### config.mk
export PLATFORM = sky130hd
export DESIGN_NAME = uart_tx_arbiter
export DESIGN_NICKNAME = d
export VERILOG_FILES = /design/src/rtl/uart_tx_arbiter_pkg.sv /design/src/rtl/uart_tx_serializer.sv /design/src/rtl/uart_tx_arbiter.sv
export SDC_FILE = /design/constraint.sdc
export NUM_CORES = 1
export LEC_CHECK = 0
export ABC_AREA = 1
export BUFFER_PORTS_ARGS = -buffer_cell sky130_fd_sc_hd__buf_2
export CELL_PAD_IN_SITES_DETAIL_PLACEMENT = 1
export CELL_PAD_IN_SITES_GLOBAL_PLACEMENT = 1
export CORE_ASPECT_RATIO = 0.7
export CORE_UTILIZATION = 45
export CTS_CLUSTER_SIZE = 10
export DETAILED_ROUTE_END_ITERATION = 10
export PLACE_DENSITY = 0.79
export RECOVER_POWER = 100
export SETUP_SLACK_MARGIN = 0.2
export SLEW_MARGIN = 20
export SYNTH_ARGS = -nofsm -noshare
export SYNTH_HDL_FRONTEND = slang
export SYNTH_SLANG_ARGS = --single-unit
### constraint.sdc
create_clock -name Clock -period 6.7 [get_ports Clock]
set_input_delay 0.335 -clock Clock [delete_from_list [all_inputs] [get_ports Clock]]
set_output_delay 0.335 -clock Clock [all_outputs]
set_load 0.01 [all_outputs]
### src/rtl/uart_tx_arbiter_pkg.sv
// rtl/uart_tx_arbiter_pkg.sv - shared types and helpers for the multi-channel UART transmitter
package uart_tx_arbiter_pkg;

  localparam int BYTE_W = 8;

  typedef enum logic [1:0] {
    IDLE  = 2'd0,
    START = 2'd1,
    DATA  = 2'd2,
    STOP  = 2'd3
  } uartState_t;

  // Width needed to index n items, never below one bit so single-entry cases still get a vector.
  function automatic int clog2(input int n);
    int w;
    w = 1;
    while ((1 << w) < n) w++;
    return w;
  endfunction

endpackage

### src/rtl/uart_tx_serializer.sv
// rtl/uart_tx_serializer.sv - 8N1/8N2 frame generator with baud counter
module uart_tx_serializer
  import uart_tx_arbiter_pkg::*;
#(
  parameter int BAUD_DIV  = 434,
  parameter int STOP_BITS = 1
) (
  input  logic              Clock,
  input  logic              Reset,
  input  logic              start,
  input  logic [BYTE_W-1:0] data,
  output logic              SDO,
  output logic              idle,
  output logic              ready
);

  localparam int CNT_W = clog2(BAUD_DIV);

  uartState_t        state, stateNext;
  logic [CNT_W-1:0]  baudCnt;
  logic [2:0]        bitIdx;
  logic [BYTE_W-1:0] dataReg;
  logic              baudDone, lastData, stopDone;

  assign baudDone = baudCnt == CNT_W'(BAUD_DIV - 1);
  assign lastData = baudDone && (bitIdx == 3'd7);
  assign stopDone = baudDone && (bitIdx == 3'(STOP_BITS - 1));
  // A new byte is taken either from IDLE or on the final stop cycle, giving gapless frames.
  assign ready    = (state == IDLE) || ((state == STOP) && stopDone);

  always_ff @(posedge Clock) begin
    if (Reset) state <= IDLE;
    else       state <= stateNext;
  end

  always_comb begin
    stateNext = state;
    case (state)
      IDLE:    if (start)    stateNext = START;
      START:   if (baudDone) stateNext = DATA;
      DATA:    if (lastData) stateNext = STOP;
      STOP:    if (stopDone) stateNext = start ? START : IDLE;
      default: stateNext = IDLE;
    endcase
  end

  always_comb begin
    SDO  = 1'b1;
    idle = (state == IDLE);
    case (state)
      START:   SDO = 1'b0;
      DATA:    SDO = dataReg[bitIdx];
      default: SDO = 1'b1;
    endcase
  end

  always_ff @(posedge Clock) begin
    if (Reset) begin
      baudCnt <= '0;
      bitIdx  <= '0;
      dataReg <= '0;
    end else begin
      baudCnt <= ((state == IDLE) || baudDone) ? '0 : baudCnt + 1'b1;
      if (stateNext != state) bitIdx <= '0;
      else if (baudDone)      bitIdx <= bitIdx + 3'd1;
      if (ready && start) dataReg <= data;
    end
  end

endmodule

### src/rtl/uart_tx_arbiter.sv
// rtl/uart_tx_arbiter.sv - arbitrates NUM_CH byte requesters into a shared FIFO feeding a UART transmitter
module uart_tx_arbiter
  import uart_tx_arbiter_pkg::*;
#(
  parameter int NUM_CH     = 2,
  parameter int FIFO_DEPTH = 4,
  parameter int BAUD_DIV   = 434,
  parameter int STOP_BITS  = 1,
  parameter int RR_MODE    = 0
) (
  input  logic                     Clock,
  input  logic                     Reset,
  input  logic [BYTE_W*NUM_CH-1:0] Data,
  input  logic [NUM_CH-1:0]        RequestToSend,
  output logic [NUM_CH-1:0]        DataReceivedOut,
  output logic                     FifoFull,
  output logic                     Busy,
  output logic                     SDO
);

  localparam int PTR_W = clog2(FIFO_DEPTH);
  localparam int CNT_W = PTR_W + 1;
  localparam int CH_W  = clog2(NUM_CH);

  logic [BYTE_W-1:0] fifoMem [FIFO_DEPTH];
  logic [PTR_W-1:0]  wrPtr, rdPtr;
  logic [CNT_W-1:0]  count;
  logic [CH_W-1:0]   rrPtr, grantIdx;
  logic [NUM_CH-1:0] eligible;
  logic              grantValid, push, pop, serReady, serIdle;

  // Masking with the ack stops a still-held request from being taken twice.
  assign eligible = RequestToSend & ~DataReceivedOut;
  assign FifoFull = count == CNT_W'(FIFO_DEPTH);
  assign push     = grantValid && !FifoFull;
  assign pop      = (count != '0) && serReady;
  assign Busy     = (count != '0) || !serIdle;

  always_comb begin
    grantValid = 1'b0;
    grantIdx   = '0;
    if (RR_MODE == 0) begin
      for (int i = 0; i < NUM_CH; i++) begin
        if (eligible[i]) begin
          grantValid = 1'b1;
          grantIdx   = CH_W'(i);
        end
      end
    end else begin
      // Walk backwards so the channel nearest rrPtr is the last, and winning, assignment.
      for (int k = NUM_CH - 1; k >= 0; k--) begin
        if (eligible[(int'(rrPtr) + k) % NUM_CH]) begin
          grantValid = 1'b1;
          grantIdx   = CH_W'((int'(rrPtr) + k) % NUM_CH);
        end
      end
    end
  end

  always_ff @(posedge Clock) begin
    if (push) fifoMem[wrPtr] <= Data[grantIdx*BYTE_W +: BYTE_W];
  end

  always_ff @(posedge Clock) begin
    if (Reset) begin
      wrPtr           <= '0;
      rdPtr           <= '0;
      count           <= '0;
      rrPtr           <= '0;
      DataReceivedOut <= '0;
    end else begin
      if (push) wrPtr <= wrPtr + 1'b1;
      if (pop)  rdPtr <= rdPtr + 1'b1;
      if (push && !pop)      count <= count + 1'b1;
      else if (!push && pop) count <= count - 1'b1;
      if (push && (RR_MODE != 0))
        rrPtr <= (grantIdx == CH_W'(NUM_CH - 1)) ? '0 : grantIdx + 1'b1;
      DataReceivedOut <= push ? (NUM_CH'(1) << grantIdx) : '0;
    end
  end

  uart_tx_serializer #(
    .BAUD_DIV (BAUD_DIV),
    .STOP_BITS(STOP_BITS)
  ) u_serializer (
    .Clock(Clock),
    .Reset(Reset),
    .start(pop),
    .data (fifoMem[rdPtr]),
    .SDO  (SDO),
    .idle (serIdle),
    .ready(serReady)
  );

endmodule

==> Yosys cells after proc, flatten, opt, wreduce, memory -nomap -nowiden <==
Memory sizes are Yosys's and may differ from the RTL's. A register that Yosys moved wholly into a read port is not among the register bits.
Index checks and enable logic that the tools add are counted.
{ "totals": {"reg_bits": 23, "latch_bits": 0, "ram_bits": 32, "romBits": 0, "out_inout_bits": 5, "word_cells": 65, "mem_count": 1} }
{ "memory_table": {"columns": ["name", "depth", "word_bits", "read_ports", "rd_ports_with_merged_regs", "write_ports", "line_no", "text"], "rows": [
  ["fifoMem", 4, 8, 1, 1, 1, "uart_tx_arbiter.sv:25", "logic [BYTE_W-1:0] fifoMem [FIFO_DEPTH];"]
]} }
{ "classes": {"addsub": 6, "n_mul": 0, "div": 0, "n_lt_le_gt_ge": 1, "n_eq_ne": 7, "n_shift": 2, "mux": 16, "bitwise": 3, "n_reduce_logical": 22} }
{ "op_table": {"columns": ["op", "count"], "rows": [
  ["$shiftx 16x5->8", 1],
  ["$add 9x1->9 const B", 1],
  ["$eq 9x9->1 const B", 1],
  ["$logic_and 1x1->1", 8],
  ["$mux 2", 4],
  ["$pmux 2 s4", 1],
  ["$mux 1", 7],
  ["$add 3x1->3 const B", 2],
  ["$eq 3x3->1 const B", 2],
  ["$mux 3", 2],
  ["$reduce_or 2->1", 3],
  ["$add 2x1->2 const B", 2],
  ["$eq 2x2->1 const B", 2],
  ["$logic_not 1->1", 4],
  ["$lt 3x4->1 const B", 1],
  ["$bmux 1 s3", 1],
  ["$logic_not 3->1", 1],
  ["$logic_or 1x1->1", 3],
  ["$reduce_bool 3->1", 1],
  ["$sub 3x1->3 const B", 1],
  ["$and 2x2->2", 1],
  ["$eq 2x1->1 const B", 1],
  ["$logic_not 2->1", 1],
  ["$ne 2x2->1", 1],
  ["other kinds (5)", 5]
]} }

==> Logic depth before layout (Yosys ltp) <==
Gate-level depths: netlist of the first run.
{ "depth": {"depth_word": 10, "depth_mapped": 17} }

==> Modules after synthesis <==
A second synthesis of the first run with hierarchy kept.
{ "unflattened": {"cells_unflattened": 325, "hier_area_um2": 3103.0} }
{ "modules_own_cells": {"columns": ["mod", "instances", "cells_per_inst", "area_each_um2", "seq_area_each_um2"], "rows": [
  ["uart_tx_arbiter", 1, 168, 1884.3, 1181.1],
  ["uart_tx_serializer", 1, 157, 1218.7, 440.4]
]} }

==> Least setup slack after synthesis of the first run <==
No wires, ideal clock.
{ "synth_path": {"kind": "register -> register", "startpoint": "register u_serializer.bitIdx[0]", "endpoint": "register count[2]", "setup_time_ps": 122, "t_arrival_ps": 2132, "t_required_ps": 6578, "slack_ps": 4446, "path_stages_with_launch": 16, "n_path_buf": 1, "synth_period_minus_slack_ps": 2254, "cell_sequence": "dfxtp_1 inv_1 ha_1 inv_1 nor2_1 nand3_2 nand2_2 nand2_1 buf_2 ha_1 inv_1 fa_1 a21oi_1 o21ai_0 o21ai_0 a21oi_1"} }
{ "synth_via": {"elab_chain_cells": 8, "word_cells_on_any_way": 10, "classes_between": "mux: 1; reduce/logical: 9"} }
{ "synth_lines": {"columns": ["item", "line_no", "text"], "rows": [
  ["start: declaration", "uart_tx_serializer.sv:21", "logic [2:0] bitIdx;"],
  ["start signal: assignment", "uart_tx_serializer.sv:65", "else if (baudDone) bitIdx <= bitIdx + 3'd1;"],
  ["$logic_not 3->1 (*)", "uart_tx_serializer.sv:27", "assign stopDone = baudDone && (bitIdx == 3'(STOP_BITS - 1));"],
  ["$logic_and 1x1->1 (*)", "uart_tx_serializer.sv:27", null],
  ["$logic_and 1x1->1 (*)", "uart_tx_serializer.sv:29", "assign ready = (state == IDLE) || ((state == STOP) && stopDone);"],
  ["$logic_or 1x1->1 (*)", "uart_tx_serializer.sv:29", null],
  ["$logic_and 1x1->1 (*)", "uart_tx_arbiter.sv:36", "assign pop = (count != '0) && serReady;"],
  ["$logic_not 1->1", "uart_tx_arbiter.sv:74", "if (push && !pop) count <= count + 1'b1;"],
  ["$logic_and 1x1->1", "uart_tx_arbiter.sv:74", null],
  ["$mux 3 / $reduce_bool 2->1 (equally long branches)", null, null],
  ["end signal: assignment", "uart_tx_arbiter.sv:74", null],
  ["end signal: assignment", "uart_tx_arbiter.sv:75", "else if (!push && pop) count <= count - 1'b1;"],
  ["end: declaration", "uart_tx_arbiter.sv:27", "logic [CNT_W-1:0] count;"]
]} }
Every way passes the cells marked *; elsewhere a longest branch is shown, timed or not.
A chain may end at the register's enable or synchronous reset.

==> Worst setup path in the final report of the first run <==
Ends and elaborated chain as after synthesis.

==> results of run 1 <==
[power by group]
part / switching (mW) / total, mW / internal (mW)
clock network: 0.141 / 0.311 / 0.170
registers: 0.0608 / 0.552 / 0.491
logic: 0.226 / 0.331 / 0.105
total: 0.428 / 1.19 / 0.767
[critical path: stages, from the launching register on]
cell	delay [ps]
dfxtp_1	450
inv_1	140
ha_1	220
inv_1	50
nor2_1	50
nand3_2	80
nand2_1	200
nand2_1	370
ha_1	230
inv_1	80
fa_1	390
a21oi_1	160
o21ai_0	120
o21ai_0	190
a21oi_1	60
[cells in the mapped netlist, types with 4 or more instances]
library cell  count
a21oi_1          19
buf_2             7
dfxtp_1          31
edfxtp_1         32
ha_1             10
inv_1            29
inv_2             5
nand2_1          53
nand3_1          18
nor2_1           55
nor3_1            6
o21ai_0          27
o21ai_1           9
xor2_1            4
[flip-flops by register name (all words and copies together), names as in the netlist]
| name | cells |
|---|---|
| u_serializer.state | 2 |
| rdPtr | 2 |
| wrPtr | 2 |
| DataReceivedOut | 2 |
| count | 3 |
| u_serializer.dataReg | 8 |
| u_serializer.baudCnt | 9 |
| u_serializer.bitIdx | 3 |
| fifoMem | 32 |
[per-stage QoR]
step / worst slack [ps] / utilization / hold slack [ps] / instance area (um2) / instances
2_1_floorplan: 4446 / - / 404.1 / 2878 / 325
3_3_place_gp: 4150 / 0.5131 / 450.6 / 3042 / 415
3_5_place_dp: 3976 / 0.5131 / 468.7 / 3042 / 415
4_1_cts: 3894 / 0.5437 / 320.2 / 3223 / 431
5_1_grt: 3422 / 0.5401 / 335.3 / 3202 / 431
6_report: 3789 / 0.5401 / 328.6 / 3202 / 431
[cell families after synthesis]
family | synth area share
compound gates | 0.1030
fa+ha+maj | 0.05044
simple gates | 0.2200
flops | 0.5496
xor+xnor | 0.01522
buf+inv | 0.06174
[layout by cell type (no fill, tap or decap), types with 2 or more instances in the layout]
cell type and instances:
inv_1 30, a21oi_1 19, dfxtp_1 31, edfxtp_1 32, nand2_1 55, buf_2 19
clkbuf_1 8, xor2_1 4, nor3_1 6, ha_1 10, nor2_1 57, nand3_2 2
nand3_1 18, o21ai_0 28, inv_2 4, o21ai_1 8, clkbuf_8 9, and3_1 2
o211ai_1 2
[worst paths after layout]
check                                                           from                                    to  slack [ps]  depth (start not counted)
worst min register to register  u_serializer.dataReg[6]$_SDFFE_PP0P_  u_serializer.dataReg[6]$_SDFFE_PP0P_         470                          2
worst max-delay path             u_serializer.bitIdx[0]$_SDFFE_PP0P_                 count[2]$_SDFFE_PP0P_        3790                         14
worst max register to register   u_serializer.bitIdx[0]$_SDFFE_PP0P_                 count[2]$_SDFFE_PP0P_        3790                         14
worst min-delay path                                           Reset      u_serializer.state[0]$_SDFF_PP0_         330                          2
[cell type report]
type	count	area, um2	area share
clock buffers	12	135.1	0.04220
clock inverters	4	46.29	0.01446
inverters	34	127.6	0.03986
multi-input cells	219	1104	0.3447
flip-flops and latches	63	1582	0.4939
well taps	75	93.84	0.02931
repair buffers	24	113.9	0.03556
[layer usage]
layer,track usage,share of wire,vias to the layer above
li1,-,-,1130
met2,0.3392,0.44,46
met4,0.07353,0.014,0
met3,0.06552,0.049,9
met1,0.2846,0.50,997
met5,0,0,-
==> results.md, run 1 <==
* Register clock-pin slew on the reported worst setup and hold paths at 70 ps
* Startpoint types: flip-flop
* Grt ovf at 0
* I/O pin count at 25
* # Post-CTS Setup Buffers at 0
* GRT Util Overall at 0.2145
* Worst EP arrival at 3130 ps
* Mapped Nets at 356
* Initial Util at 0.4854
* Hold Violations, Final at 0
* Initial drt markers at 75
* Die width at 97.58 um
* Setup Skew at 6.553 ps
* Crit path time final at 2911 ps
* First-pass GRT wire length at 10.68 mm
* Synth top area cells: edfxtp_1 33%, dfxtp_1 22%, nor2_1 7.2%, nand2_1 6.9%, o21ai_0 4.7%
* Clk sink count at 63
* Final GP Congestion at 0.7588
* CP required at 6920 ps
* Largest net degree at the start of global routing at 20
* CTS tree: yes
* Slew Viols, Final at 0
* Worst Hold Class: primary input to flip-flop
* Antenna violations before repair at 0
* Slew of the pin with the lowest slew margin at 833.5 ps
* Register area share after synthesis at 0.5496
* Core Rows at 23
* Cell Area, Synth at 0.002878 mm2
* Die ar. at 0.006724 mm2
* Setup Total Neg Slack at 0 ps
* Root buffer cell: clkbuf_8
* Crit Path Max Fanout at 11
* PostCTS Resize Cnt at 0
* Clk_lat worst skew at 340 ps
* Final ANT Viol Nets at 0
* Num CTS Buffers at 9
* # Max-Cap Violations at 0
* Setup CP Type: flip-flop to flip-flop
* Via density per instance at 5.063
* Fin crit share at 0.4345
* Core area at 0.005928 mm2
* Share of layout cells above drive strength 1 at 0.1124
* DRC at 0
* Leading area contributor after synthesis: edfxtp_1
* Post-synth top flop: edfxtp_1
* Post-Synthesis Cells at 325
* Antenna cells at 0
* Setup crit end kind: flip-flop
* Wire per inst at 15.01 um
* Overall Power at 1.195 mW
* Die Ht at 68.91 um
* Nets at 382
* Pre-antenna DRT Iters at 4
* Hold Buf Count CTS at 0
* Area grow syn2layout at 11.26%
* RSZ-0062 raised after global routing: no
* Final wirelength at 6.470 mm
* Yosys warns at 0
* Ys async rst share at 0
* Layout fillers at 714
* Clk buf depth at 2
* Vias in the first global route at 2185
* Synth unique cells at 29
* Final setup vio count at 0
* Synthesis-stage register bit count at 63
* Avg Cell Area, Syn at 8.855 um2
* Relative slew slack at 0.4423
* Port Buffers at 24
* Max H-tree Level at 3
* Share of the synthesized area in the top cell type at 0.3339
* Achievable frequency at 0.3435 GHz
* Via count at 2182
* Lkg Pwr at 1.310 nW
* Hpwl dp at 4.828 mm
* Pwr Density at 373.1 mW/mm2
* Worst VDD drop at 157.0 uV
* EDFF count, synth at 32
* Status: finished, final reports clean
(Power assumes the default switching activity.)
==> inputs of run 2 (changes only) <==
- CORE_UTILIZATION: 45 -> 40
- PLACE_DENSITY: 0.79 -> 0.74
- clock period: 6.7 -> 2.6 ns (I/O delays scaled with it)
==> run 2 against run 1 <==
  * Clock skew up 4.5 ps
  * Fmax up 26%
  * Wire length up 6.7%
  * Worst setup slack worse by 3500 ps
  * Worst hold slack worse by 210 ps
  * Power rose to 2.8 times the previous value
  * Critical endpoint is now count[1]$_SDFFE_PP0P_
  * Clock power rose to 3.0 times the previous value
  * Core utilization down 5.0 points
  * Sequential share of layout area down 2.2 points
  * Combinational power rose to 2.9 times the previous value
  * Die area up 12%
==> results.md, run 2 (same netlist as run 1, synthesis figures left out) <==
* Final wirelength at 6.903 mm (was 6.470 mm)
* Clk_lat worst skew at 350 ps (was 340 ps)
* Status: finished, final reports clean (unchanged)
* Num CTS Buffers at 9 (unchanged)
* Register clock-pin slew on the reported worst setup and hold paths at 80 ps (was 70 ps)
* Die width at 103.4 um (was 97.58 um)
* Slew Viols, Final at 0 (unchanged)
* Crit path time final at 2314 ps (was 2911 ps)
* Initial Util at 0.4201 (was 0.4854)
* Die Ht at 72.97 um (was 68.91 um)
* Commonest non-fill, non-tap cell in the layout: nor2_1 (unchanged)
* Fin crit share at 0.8902 (was 0.4345)
* Area grow syn2layout at 16.61% (was 11.26%)
* Final GP Congestion at 0.7538 (was 0.7588)
* Crit Path Max Fanout at 9 (was 11)
* Final non-filler cell total at 463 (was 431)
* Nets at 395 (was 382)
* Pwr Density at 981.0 mW/mm2 (was 373.1 mW/mm2)
* Share of layout cells above drive strength 1 at 0.1463 (was 0.1124)
* Achievable frequency at 0.4321 GHz (was 0.3435 GHz)
* Setup crit end kind: flip-flop (unchanged)
* DRC at 0 (unchanged)
* Register name with the most flops: fifoMem (unchanged)
* Hold Violations, Final at 0 (unchanged)
* Die ar. at 0.007543 mm2 (was 0.006724 mm2)
* Port Buffers at 24 (unchanged)
* Layout fillers at 827 (was 714)
* GRT Util Overall at 0.2051 (was 0.2145)
* Wire per inst at 14.91 um (was 15.01 um)
* Worst VDD drop at 427.9 uV (was 157.0 uV)
* Initial drt markers at 88 (was 75)
* Lkg Pwr at 1.372 nW (was 1.310 nW)
* # Max-Cap Violations at 0 (unchanged)
* Worst Hold Class: primary input to flip-flop (unchanged)
* Grt ovf at 0 (unchanged)
* Max reg flops at 32 (unchanged)
* Relative slew slack at 0.5773 (was 0.4423)
* Final ANT Viol Nets at 0 (unchanged)
* Inst Count DP at 443 (was 415)
* Root buffer cell: clkbuf_8 (unchanged)
* I/O pin count at 25 (unchanged)
* Slew of the pin with the lowest slew margin at 633.3 ps (was 833.5 ps)
* Startpoint types: flip-flop (unchanged)
* Pre-antenna DRT Iters at 4 (unchanged)
* Largest net degree at the start of global routing at 20 (unchanged)
* CTS tree: yes (unchanged)
* Core Rows at 25 (was 23)
* Clk sink count at 63 (unchanged)
* Clk buf depth at 2 (unchanged)
* Antenna cells at 0 (unchanged)
* Final setup vio count at 0 (unchanged)
* Via density per instance at 4.974 (was 5.063)
* Core area at 0.006850 mm2 (was 0.005928 mm2)
* Worst EP arrival at 2550 ps (was 3130 ps)
* Via count at 2303 (was 2182)
* First-pass GRT wire length at 11.28 mm (was 10.68 mm)
* Most frequent cells in the layout: 56 x nor2_1, 54 x nand2_1, 32 x edfxtp_1 (was 57 x nor2_1, 55 x nand2_1, 32 x edfxtp_1)
* Vias in the first global route at 2346 (was 2185)
* Hold Buf Count CTS at 0 (unchanged)
* Setup Total Neg Slack at 0 ps (unchanged)
* RSZ-0062 raised after global routing: no (unchanged)
* Max H-tree Level at 3 (unchanged)
* Setup Skew at 11.10 ps (was 6.553 ps)
* CP required at 2840 ps (was 6920 ps)
* Setup CP Type: flip-flop to flip-flop (unchanged)
* Antenna violations before repair at 0 (unchanged)
* Largest regs: fifoMem: 32 flops, u_serializer.baudCnt: 9 flops, u_serializer.dataReg: 8 flops (unchanged)
* Hpwl dp at 5.084 mm (was 4.828 mm)
run 2: power by group:
part           internal, mW  switching, mW
logic                 0.327          0.630
registers              1.27          0.123
clock network         0.541          0.405
total                  2.13           1.16
run 2: worst max-delay path, stage by stage (launching register included):
cell and delay [ps]:
dfxtp_1 370, nor3_1 330, inv_1 90, nand2_1 240
inv_1 160, ha_1 240, inv_1 120, fa_2 440
o21ai_0 160, a21oi_1 60
run 2: final cells by class:
| class | count | area (um2) | share of cell area |
|---|---|---|---|
| Timing Repair Buffer | 37 | 186.4 | 0.05556 |
| Clock buffer | 9 | 123.9 | 0.03691 |
| Tap cell | 94 | 117.6 | 0.03505 |
| Sequential cell | 63 | 1583 | 0.4717 |
| Inverter | 34 | 127.6 | 0.03803 |
| Clock inverter | 7 | 97.59 | 0.02908 |
| Multi-Input combinational cell | 219 | 1120 | 0.3337 |
run 2: timing repair:
action                     in CTS  in global routing
setup buffers                   0                  4
setup endpoints to repair       2                  2
gates resized for setup         3                  4
pin swaps                       0                  2
hold endpoints to repair        0                  0
run 2: worst paths after layout:
kind,slack (ps),to,cells after the start,startpoint
max,290,count[1]$_SDFFE_PP0P_,9,count[0]$_SDFFE_PP0P_
min,120,count[0]$_SDFFE_PP0P_,2,Reset
max reg2reg,290,count[1]$_SDFFE_PP0P_,9,count[0]$_SDFFE_PP0P_
min reg2reg,450,u_serializer.baudCnt[0]$_SDFF_PP0_,1,u_serializer.baudCnt[0]$_SDFF_PP0_
run 2: layer usage:
layer | global-route usage | share of wire
met5 | 0 | 0
met3 | 0.05172 | 0.029
met4 | 0.07355 | 0.012
met2 | 0.3282 | 0.47
met1 | 0.2704 | 0.49
run 2: through the flow:
stage	hold slack (ps)	utilization	instance area (um2)	setup slack (ps)	power, mW
floorplan	199.1	-	2878	346.2	2.042
global placement	448.9	0.4574	3133	333.8	2.309
detailed placement	451.5	0.4574	3133	138.2	2.364
CTS	105.1	0.4906	3361	220.9	3.322
global route	134.6	0.4899	3356	105.4	3.490
finish	123.5	0.4899	3356	285.5	3.292
